==> config.mk <==
export PLATFORM = sky130hd
export DESIGN_NAME = bpsk_demodulator
export DESIGN_NICKNAME = d
export VERILOG_FILES = /design/src/rtl/bpsk_demodulator_pkg.sv /design/src/rtl/bpsk_correlator.sv /design/src/rtl/bpsk_demodulator.sv
export SDC_FILE = /design/constraint.sdc
export NUM_CORES = 1
export LEC_CHECK = 0
export CORE_ASPECT_RATIO = 1.2
export CORE_MARGIN = 2
export CORE_UTILIZATION = 40
export CTS_BUF_LIST = sky130_fd_sc_hd__clkbuf_4
export DETAILED_ROUTE_END_ITERATION = 10
export GPL_ROUTABILITY_DRIVEN = 0
export RECOVER_POWER = 100
export SETUP_SLACK_MARGIN = 0.15
export SYNTH_ARGS = -nofsm -noshare
export SYNTH_HDL_FRONTEND = slang
export SYNTH_SLANG_ARGS = --single-unit
==> constraint.sdc <==
create_clock -name clk -period 7.22 [get_ports clk]
set_input_delay 1.444 -clock clk [delete_from_list [all_inputs] [get_ports clk]]
set_output_delay 1.444 -clock clk [all_outputs]
set_load 0.05 [all_outputs]
==> src/rtl/bpsk_demodulator_pkg.sv <==
// Shared definitions for the BPSK receive path: default geometry, sync states
// and the correlation accumulator sizing rule.
package bpsk_demodulator_pkg;

  localparam int SAMPLE_NUMBER_DEF = 256;
  localparam int SAMPLE_WIDTH_DEF  = 12;
  localparam int DATA_WIDTH_DEF    = 12;

  typedef enum logic {
    ST_UNSYNCED = 1'b0,
    ST_SYNCED   = 1'b1
  } sync_state_e;

  // Full-period sum of W x W signed products never overflows this width.
  function automatic int acc_width(input int n, input int w);
    return 2 * w + $clog2(n);
  endfunction

endpackage

==> src/rtl/bpsk_correlator.sv <==
// Three-stage multiply-accumulate pipeline correlating received samples with the
// reference sine; presents the finished period sum combinationally on sym_done.
module bpsk_correlator
  import bpsk_demodulator_pkg::*;
#(
  parameter int SAMPLE_NUMBER = SAMPLE_NUMBER_DEF,
  parameter int SAMPLE_WIDTH  = SAMPLE_WIDTH_DEF
) (
  input  logic                                                   clk,
  input  logic                                                   rst,
  input  logic                                                   en,
  input  logic                                                   take,
  input  logic [SAMPLE_WIDTH-1:0]                                signal_in,
  input  logic [SAMPLE_WIDTH-1:0]                                sine_ref,
  input  logic [$clog2(SAMPLE_NUMBER)-1:0]                       cnt_in,
  output logic                                                   sym_done,
  output logic signed [acc_width(SAMPLE_NUMBER, SAMPLE_WIDTH)-1:0] sym_sum
);

  localparam int CNT_W  = $clog2(SAMPLE_NUMBER);
  localparam int PROD_W = 2 * SAMPLE_WIDTH;
  localparam int ACC_W  = acc_width(SAMPLE_NUMBER, SAMPLE_WIDTH);
  localparam logic [CNT_W-1:0] CNT_LAST = CNT_W'(SAMPLE_NUMBER - 1);

  logic                           s1_vld_r, s1_first_r, s1_last_r;
  logic signed [SAMPLE_WIDTH-1:0] s1_sig_r, s1_ref_r;
  logic                           s2_vld_r, s2_first_r, s2_last_r;
  logic signed [PROD_W-1:0]       s2_prod_r;
  logic signed [ACC_W-1:0]        acc_r, prod_ext_s, acc_next_s;

  // S1: offset-binary to two's complement (MSB flip) plus period markers.
  always_ff @(posedge clk or negedge rst) begin
    if (!rst) begin
      s1_vld_r   <= 1'b0;
      s1_first_r <= 1'b0;
      s1_last_r  <= 1'b0;
      s1_sig_r   <= {SAMPLE_WIDTH{1'b0}};
      s1_ref_r   <= {SAMPLE_WIDTH{1'b0}};
    end else if (en) begin
      s1_vld_r   <= take;
      s1_first_r <= (cnt_in == {CNT_W{1'b0}});
      s1_last_r  <= (cnt_in == CNT_LAST);
      s1_sig_r   <= {~signal_in[SAMPLE_WIDTH-1], signal_in[SAMPLE_WIDTH-2:0]};
      s1_ref_r   <= {~sine_ref[SAMPLE_WIDTH-1], sine_ref[SAMPLE_WIDTH-2:0]};
    end
  end

  // S2: signed product at full precision.
  always_ff @(posedge clk or negedge rst) begin
    if (!rst) begin
      s2_vld_r   <= 1'b0;
      s2_first_r <= 1'b0;
      s2_last_r  <= 1'b0;
      s2_prod_r  <= {PROD_W{1'b0}};
    end else if (en) begin
      s2_vld_r   <= s1_vld_r;
      s2_first_r <= s1_first_r;
      s2_last_r  <= s1_last_r;
      s2_prod_r  <= PROD_W'(s1_sig_r) * PROD_W'(s1_ref_r);
    end
  end

  // First sample of a period restarts the sum instead of adding to it.
  always_comb begin
    prod_ext_s = {{(ACC_W - PROD_W){s2_prod_r[PROD_W-1]}}, s2_prod_r};
    if (s2_first_r) begin
      acc_next_s = prod_ext_s;
    end else begin
      acc_next_s = acc_r + prod_ext_s;
    end
  end

  // S3: accumulator.
  always_ff @(posedge clk or negedge rst) begin
    if (!rst) begin
      acc_r <= {ACC_W{1'b0}};
    end else if (en && s2_vld_r) begin
      acc_r <= acc_next_s;
    end
  end

  assign sym_done = en & s2_vld_r & s2_last_r;
  assign sym_sum  = acc_next_s;

endmodule

==> src/rtl/bpsk_demodulator.sv <==
// Coherent BPSK receiver: period sync, correlation, slicing with a low-confidence
// flag, and LSB-first reassembly of DATA_WIDTH-bit words.
module bpsk_demodulator
  import bpsk_demodulator_pkg::*;
#(
  parameter int SAMPLE_NUMBER = SAMPLE_NUMBER_DEF,
  parameter int SAMPLE_WIDTH  = SAMPLE_WIDTH_DEF,
  parameter int DATA_WIDTH    = DATA_WIDTH_DEF,
  parameter int WEAK_THRESH   = 0
) (
  input  logic                             clk,
  input  logic                             rst,
  input  logic                             en,
  input  logic [SAMPLE_WIDTH-1:0]          signal_in,
  input  logic [SAMPLE_WIDTH-1:0]          sine_ref,
  input  logic [$clog2(SAMPLE_NUMBER)-1:0] cnt_in,
  output logic                             bit_out,
  output logic                             bit_valid,
  output logic                             sym_weak,
  output logic [DATA_WIDTH-1:0]            data_out,
  output logic                             data_valid,
  output logic                             data_weak
);

  localparam int CNT_W = $clog2(SAMPLE_NUMBER);
  localparam int ACC_W = acc_width(SAMPLE_NUMBER, SAMPLE_WIDTH);
  localparam int BC_W  = $clog2(DATA_WIDTH);
  localparam logic [ACC_W-1:0] THRESH_V = ACC_W'(WEAK_THRESH);
  localparam logic [BC_W-1:0]  BC_LAST  = BC_W'(DATA_WIDTH - 1);

  sync_state_e             sync_r, sync_next_s;
  logic                    take_s, sym_done_s, bit_s, weak_s, word_last_s, weak_word_s;
  logic signed [ACC_W-1:0] sym_sum_s;
  logic [ACC_W-1:0]        abs_s;
  logic [DATA_WIDTH-1:0]   shreg_r, word_next_s, data_out_r;
  logic [BC_W-1:0]         bit_cnt_r;
  logic                    weak_sticky_r, bit_out_r, bit_valid_r, sym_weak_r;
  logic                    data_valid_r, data_weak_r;

  // Until a period start is seen, samples are dropped so no partial period is sliced.
  always_comb begin
    sync_next_s = sync_r;
    take_s      = 1'b0;
    case (sync_r)
      ST_UNSYNCED: begin
        if (en && (cnt_in == {CNT_W{1'b0}})) begin
          sync_next_s = ST_SYNCED;
          take_s      = 1'b1;
        end else begin
          take_s      = 1'b0;
        end
      end
      ST_SYNCED: take_s = en;
      default:   sync_next_s = ST_UNSYNCED;
    endcase
  end

  // Sync state register.
  always_ff @(posedge clk or negedge rst) begin
    if (!rst) begin
      sync_r <= ST_UNSYNCED;
    end else begin
      sync_r <= sync_next_s;
    end
  end

  bpsk_correlator #(
    .SAMPLE_NUMBER (SAMPLE_NUMBER),
    .SAMPLE_WIDTH  (SAMPLE_WIDTH)
  ) u_corr (
    .clk       (clk),
    .rst       (rst),
    .en        (en),
    .take      (take_s),
    .signal_in (signal_in),
    .sine_ref  (sine_ref),
    .cnt_in    (cnt_in),
    .sym_done  (sym_done_s),
    .sym_sum   (sym_sum_s)
  );

  // Slicer, confidence test and next shift-register image (new bit enters at the MSB).
  always_comb begin
    bit_s = ~sym_sum_s[ACC_W-1];
    if (sym_sum_s[ACC_W-1]) begin
      abs_s = $unsigned(-sym_sum_s);
    end else begin
      abs_s = $unsigned(sym_sum_s);
    end
    weak_s      = (abs_s <= THRESH_V);
    word_next_s = {bit_s, shreg_r[DATA_WIDTH-1:1]};
    word_last_s = (bit_cnt_r == BC_LAST);
    weak_word_s = weak_sticky_r | weak_s;
  end

  // Symbol outputs, word reassembly and word-level weak tracking.
  always_ff @(posedge clk or negedge rst) begin
    if (!rst) begin
      bit_out_r     <= 1'b0;
      bit_valid_r   <= 1'b0;
      sym_weak_r    <= 1'b0;
      data_out_r    <= {DATA_WIDTH{1'b0}};
      data_valid_r  <= 1'b0;
      data_weak_r   <= 1'b0;
      shreg_r       <= {DATA_WIDTH{1'b0}};
      bit_cnt_r     <= {BC_W{1'b0}};
      weak_sticky_r <= 1'b0;
    end else begin
      bit_valid_r  <= sym_done_s;
      data_valid_r <= sym_done_s & word_last_s;
      if (sym_done_s) begin
        bit_out_r  <= bit_s;
        sym_weak_r <= weak_s;
        shreg_r    <= word_next_s;
        if (word_last_s) begin
          data_out_r    <= word_next_s;
          data_weak_r   <= weak_word_s;
          bit_cnt_r     <= {BC_W{1'b0}};
          weak_sticky_r <= 1'b0;
        end else begin
          bit_cnt_r     <= bit_cnt_r + BC_W'(1);
          weak_sticky_r <= weak_word_s;
        end
      end
    end
  end

  assign bit_out    = bit_out_r;
  assign bit_valid  = bit_valid_r;
  assign sym_weak   = sym_weak_r;
  assign data_out   = data_out_r;
  assign data_valid = data_valid_r;
  assign data_weak  = data_weak_r;

endmodule

# Yosys cells after proc, flatten, opt, wreduce, memory -nomap -nowiden
# Cells that the tools add are included.
[classes]
n_addsub = 3
n_mul = 1
n_lt_le_gt_ge = 1
n_eq_ne = 2
n_mux = 7
n_bitwise = 8
reduce_logical = 4
[ops]
columns = ["cell", "count"]
rows = [
  ["32-bit 2-to-1 mux", 2],
  ["32-bit by 24-bit adder with 32-bit output", 1],
  ["32-bit by 1-bit less-or-equal comparator with 1-bit output (second input constant)", 1],
  ["32-bit negator", 1],
  ["12-bit by 12-bit multiplier with 24-bit output", 1],
  ["8-bit equality test (second input constant)", 1],
  ["8-bit zero test", 1],
  ["4-bit by 1-bit adder with 4-bit output (second input constant)", 1],
  ["4-bit equality test (second input constant)", 1],
  ["4-bit 2-to-1 mux", 1],
  ["1-bit NOT", 4],
  ["1-bit AND", 3],
  ["1-bit 2-to-1 mux", 3],
  ["1-bit logical AND", 2],
  ["1-bit one-hot mux with 2 select lines", 1],
  ["2-bit AND reduction", 1],
  ["1-bit OR", 1],
]
[totals]
reg_bits = 121
in_bits = 35
out_inout_bits = 17
elab_cells = 46

# Depth between registers and ports, before layout
# Gate-level depths: netlist of the first run.
[logic_depth]
depth_word = 7
mapped_depth = 25
depth_no_buf = 24

# By module
# Synthesis of the first run repeated with hierarchy kept, for this count alone.
[unflattened]
hier_cells = 1382
area_unflattened_um2 = 12665.9
[by_module_without_submodules]
columns = ["mod", "n_inst", "cells_each", "area_each_um2", "seq_area_each_um2"]
rows = [
  ["bpsk_correlator", 1, 1162, 10716.5, 2152.1],
  ["bpsk_demodulator", 1, 220, 1949.4, 825.8],
]

# Worst setup path after synthesis of the first run
# Ideal clock, no wire load.
[synth_path]
path_kind = "register -> register"
startpoint = "register u_corr.s1_ref_r[2]"
endpoint = "register u_corr.s2_prod_r[23]"
setup_time_ns = 0.139
arrival_ns = 5.471
t_required_ns = 7.081
path_slack_ns = 1.610
stages_incl_launch_ff = 24
path_buffers = 1
period_less_slack_ns = 5.610
cell_sequence = "dfrtp_1 clkbuf_1 nand2_1 fa_1 inv_1 ha_1 fa_1 inv_1 fa_1 fa_1 inv_1 ha_1 nor2b_1 o21ai_0 a21boi_0 o21ai_0 a21boi_0 o21ai_0 a21boi_0 o21ai_0 a2111o_1 a311oi_1 or3_1 a31oi_1"
[synth_via]
elab_chain_cells = 1
[synth_lines]
columns = ["element", "line", "rtl"]
rows = [
  ["from (decl)", "bpsk_correlator.sv:26", "logic signed [SAMPLE_WIDTH-1:0] s1_sig_r, s1_ref_r;"],
  ["from (signal assigned)", "bpsk_correlator.sv:38", "s1_ref_r <= {SAMPLE_WIDTH{1'b0}};"],
  ["from (signal assigned)", "bpsk_correlator.sv:44", "s1_ref_r <= {~sine_ref[SAMPLE_WIDTH-1], sine_ref[SAMPLE_WIDTH-2:0]};"],
  ["12-bit by 12-bit multiplier with 24-bit output", "bpsk_correlator.sv:59", "s2_prod_r <= PROD_W'(s1_sig_r) * PROD_W'(s1_ref_r);"],
  ["to (signal assigned)", "bpsk_correlator.sv:54", "s2_prod_r <= {PROD_W{1'b0}};"],
  ["to (signal assigned)", "bpsk_correlator.sv:59", ""],
  ["to (decl)", "bpsk_correlator.sv:28", "logic signed [PROD_W-1:0] s2_prod_r;"],
]
# Every way passes these cells.
# A chain may end at the register's enable or synchronous reset.

# Worst setup path after layout of the first run
[layout_path]
startpoint = "register u_corr.s1_sig_r[5]"
endpoint = "register u_corr.s2_prod_r[23]"
[layout_via]
elab_chain_cells = 1
[layout_lines]
columns = ["element", "line", "rtl"]
rows = [
  ["from (decl)", "bpsk_correlator.sv:26", ""],
  ["from (signal assigned)", "bpsk_correlator.sv:37", "s1_sig_r <= {SAMPLE_WIDTH{1'b0}};"],
  ["from (signal assigned)", "bpsk_correlator.sv:43", "s1_sig_r <= {~signal_in[SAMPLE_WIDTH-1], signal_in[SAMPLE_WIDTH-2:0]};"],
  ["12-bit by 12-bit multiplier with 24-bit output", "bpsk_correlator.sv:59", ""],
]
# Every way passes these cells.

==> flow_summary.ini, run 1 <==
[global_route]
global_route.usage.total_pct = 18.7
grt_pass1_vias = 10500
grt_overflow_total = 0
wire_length_of_the_first_global_routing_pass_microns = 52200
antenna_found_initial = 1
grt_start_max_net_pins = 64

[detailed_routing]
drtIter0Drc = 745
routed_wl_microns = 30400
detail-route-antenna-nets = 0
drt_drc_violations_left = 0
vias_post_dr = 10300
drt_pass1_iterations = 5
viasPerCell = 5.37
route.detailed.wl_per_inst_microns = 15.8

[synth]
synthesis.area_per_instance_sq_um = 8.79
synth_simple_gate_area_share_pct = 18.7
synth.area.top_cells = sky130_fd_sc_hd__dfrtp_1, sky130_fd_sc_hd__fa_1, sky130_fd_sc_hd__ha_1, sky130_fd_sc_hd__nand2_1, sky130_fd_sc_hd__inv_1
post_synth_fa_ha_maj_area_fraction_pct = 29.2
ys_dominant_reg_cell = sky130_fd_sc_hd__dfrtp_1
syn-num-nets = 1746
synth.distinct_cells = 81
ys_seq_elements = 119
synth-xor-area-share_pct = 1.87
synth_area_leader_cell = sky130_fd_sc_hd__dfrtp_1
ys_async_sr_fraction_pct = 100
synth_top_family_by_area = adder cells
synth_largest_type_area_fraction_pct = 22.8
synth_edf_count = 0
syn_inst = 1489
muxShareOfSynthArea_pct = 4.57
yosysWarnings = 0
synth.cell_area_sq_mm = 0.0131
portion_of_the_post_synthesis_area_used_by_sequential_elements_pct = 22.8
area_fraction_in_compound_gates_after_synthesis_pct = 15.2

[floorplan]
fp.dieH_microns = 202
initial_core_util_pct = 40.6
die_width_microns = 169
die_area_sq_mm = 0.0342
core_area_sq_mm = 0.0323
row_count = 72
io-pin-count = 52

[placed_design]
detailed_place_hpwl_microns = 24100
place_worst_setup_slack_ps = 1020
numPortBuffers = 51
dp.cells = 1888

[timing]
worstMarginPinSlew_ps = 3380
final.min_clock_period_ps = 6300
finalClockSkew_ps = 24.9
timing.final.setup_violations = 0
final_critical_path_setup_slack_ps = 922
rsz0062_at_grt = no
slew_viol_final = 180
final-hold-violation-count = 0
slew_headroom_pct = -125
setup_tns_ps = 0
fmax_mhz = 159
finalCritPeriodShare_pct = 87.2

[clock_network]
cts_buffers = 17
ctsLongestPathBuffers = 2
quantity_of_hold_fixing_buffers_added_after_cts = 0
clock_root_buffer_master = sky130_fd_sc_hd__clkbuf_4
cts_tree = yes
htree_depth = 4
worst_skew_pair.late_latency_ps = 570
clock_pin_slew_worst_setup_and_hold_paths_ps = 130
cts.sink_count = 119
cts.repair_timing.setup_buffer_count = 0
cts_repair_resize_count = 0

[hold_path]
hp-class = register to register

[run_status]
failed_checks = capacitance limit, slew limit
run_status = finished with violations

[setup_path]
worst_setup_path_start_kind = register
timing_worst_setup_path_type = register to register
crit_path_end_kind = register
timing.critical_path.required_ps = 7530
cp_data_arrival_time_ps = 6610
cp_max_fo = 13

[run]
timing.max_cap.violations = 3

[final_layout]
post-route-util_pct = 44.0
drive_above_1_share_pct = 6.74
layout.nets = 1757
instances_no_fill = 1921
area.growth.synth_to_final_pct = 8.32
final.fill_count = 3252
==> final timing paths <==
path	from	to	slack, ps	depth (start not counted)
hold / removal	sync_r	sync_r	470	1
hold reg to reg	sync_r	sync_r	470	1
setup reg to reg	u_corr.s1_sig_r[5]	u_corr.s2_prod_r[23]	920	22
setup / recovery	u_corr.s1_sig_r[5]	u_corr.s2_prod_r[23]	920	22
max in group asynchronous	rst	u_corr.s2_prod_r[14]	2470	2
min in group asynchronous	rst	u_corr.acc_r[30]	1990	1
==> cells in the final DEF (no fill, tap or decap), types with 29 or more instances in the layout <==
master,count
sky130_fd_sc_hd__nand3_1,29
sky130_fd_sc_hd__nand2_1,242
sky130_fd_sc_hd__fa_1,139
sky130_fd_sc_hd__dfrtp_1,118
sky130_fd_sc_hd__and2_1,58
sky130_fd_sc_hd__nor2_1,56
sky130_fd_sc_hd__clkdlybuf4s50_1,32
sky130_fd_sc_hd__ha_1,83
sky130_fd_sc_hd__inv_1,197
sky130_fd_sc_hd__mux2_2,45
sky130_fd_sc_hd__nor3_1,30
sky130_fd_sc_hd__a21oi_1,57
sky130_fd_sc_hd__o21ai_0,66
==> worst max-delay path, stage by stage, from the launching register on <==
cell and delay [ps]:
sky130_fd_sc_hd__dfrtp_1 610, sky130_fd_sc_hd__nand2_1 140, sky130_fd_sc_hd__fa_1 560, sky130_fd_sc_hd__inv_1 50, sky130_fd_sc_hd__ha_1 300, sky130_fd_sc_hd__fa_1 510
sky130_fd_sc_hd__inv_1 50, sky130_fd_sc_hd__fa_1 470, sky130_fd_sc_hd__fa_1 550, sky130_fd_sc_hd__inv_1 40, sky130_fd_sc_hd__ha_1 310, sky130_fd_sc_hd__nor2b_1 130
sky130_fd_sc_hd__o21ai_0 100, sky130_fd_sc_hd__a21boi_0 240, sky130_fd_sc_hd__o21ai_0 140, sky130_fd_sc_hd__a21boi_0 260, sky130_fd_sc_hd__o21ai_0 150, sky130_fd_sc_hd__a21boi_0 300
sky130_fd_sc_hd__o21ai_0 220, sky130_fd_sc_hd__a2111o_1 460, sky130_fd_sc_hd__a311oi_1 260, sky130_fd_sc_hd__or3_1 140, sky130_fd_sc_hd__a31oi_1 70
==> metal layers <==
layer / vias up / part of all wire, % / global-route usage [%]
li1: 5057 / - / -
met1: 5026 / 46 / 24.5
met2: 195 / 49 / 32.5
met3: 44 / 3.2 / 2.78
met4: 0 / 2.0 / 5.01
met5: - / 0 / 0
==> layout make-up <==
| type | count | area [sq um] | area share [%] |
|---|---|---|---|
| Clock buffer | 17 | 128 | 0.900 |
| Inverter | 199 | 747 | 5.27 |
| Timing Repair Buffer | 57 | 531 | 3.74 |
| Clock inverter | 15 | 181 | 1.28 |
| Multi-Input combinational cell | 1106 | 9100 | 64.2 |
| Sequential cell | 119 | 2980 | 21.0 |
| Tap cell | 407 | 509 | 3.59 |
| Antenna cell | 1 | 2.50 | 0.0177 |
==> Yosys cell counts, types with 11 or more instances <==
library cell,instances
sky130_fd_sc_hd__nand2_1,242
sky130_fd_sc_hd__inv_1,197
sky130_fd_sc_hd__fa_1,139
sky130_fd_sc_hd__dfrtp_1,119
sky130_fd_sc_hd__ha_1,83
sky130_fd_sc_hd__o21ai_0,65
sky130_fd_sc_hd__and2_1,58
sky130_fd_sc_hd__a21oi_1,57
sky130_fd_sc_hd__nor2_1,56
sky130_fd_sc_hd__clkbuf_1,51
sky130_fd_sc_hd__mux2_2,45
sky130_fd_sc_hd__nor3_1,30
sky130_fd_sc_hd__nand3_1,29
sky130_fd_sc_hd__xnor2_1,25
sky130_fd_sc_hd__a21o_1,21
sky130_fd_sc_hd__and3_1,16
sky130_fd_sc_hd__a31oi_1,14
sky130_fd_sc_hd__nand4_1,14
sky130_fd_sc_hd__nor2b_1,13
sky130_fd_sc_hd__o31ai_1,12
sky130_fd_sc_hd__buf_2,11
sky130_fd_sc_hd__nand2b_1,11
sky130_fd_sc_hd__or3_1,11
==> cell families (layout without fill, tap and decap cells) <==
family	Yosys count	after routing
xor+xnor	28	28
buf+inv	264	288
mux	54	54
compound gates	288	288
flops	119	119
fa+ha+maj	222	222
simple gates	514	514
other cells	0	1
==> registers in the layout (all words and copies together), names as in the netlist <==
signal	cells
u_corr.acc_r	32
bit_cnt_r	4
u_corr.s2_vld_r	1
weak_sticky_r	1
u_corr.s2_prod_r	24
u_corr.s2_last_r	1
sym_weak	1
u_corr.s2_first_r	1
data_valid	1
u_corr.s1_ref_r	12
shreg_r	11
u_corr.s1_last_r	1
u_corr.s1_first_r	1
u_corr.s1_sig_r	12
u_corr.s1_vld_r	1
bit_valid	1
data_out	12
data_weak	1
sync_r	1
==> metrics by stage <==
stage               hold WS (ps)  cell area (sq um)
detailed placement           448              13900
global route                 503              14200
finish                       473              14200
global placement             443              13900
floorplan                    425              13100
CTS                          481              14200
Power of run 1 is left out: the tool's default activity adds up to more than one toggle a clock period on the data nets, which glitch-free logic cannot reach.
==> inputs of run 2 (changes only) <==
--- a/config.mk
+++ b/config.mk
@@ -9,6 +9,7 @@
 export CORE_MARGIN = 2
 export CORE_UTILIZATION = 40
 export CTS_BUF_LIST = sky130_fd_sc_hd__clkbuf_4
+export CTS_CLUSTER_SIZE = 40
 export DETAILED_ROUTE_END_ITERATION = 10
 export GPL_ROUTABILITY_DRIVEN = 0
 export RECOVER_POWER = 100
==> results of run 2 <==
Final layout, timing and power as in run 1 (identical DEF).
Power of run 2 is left out for the same reason.
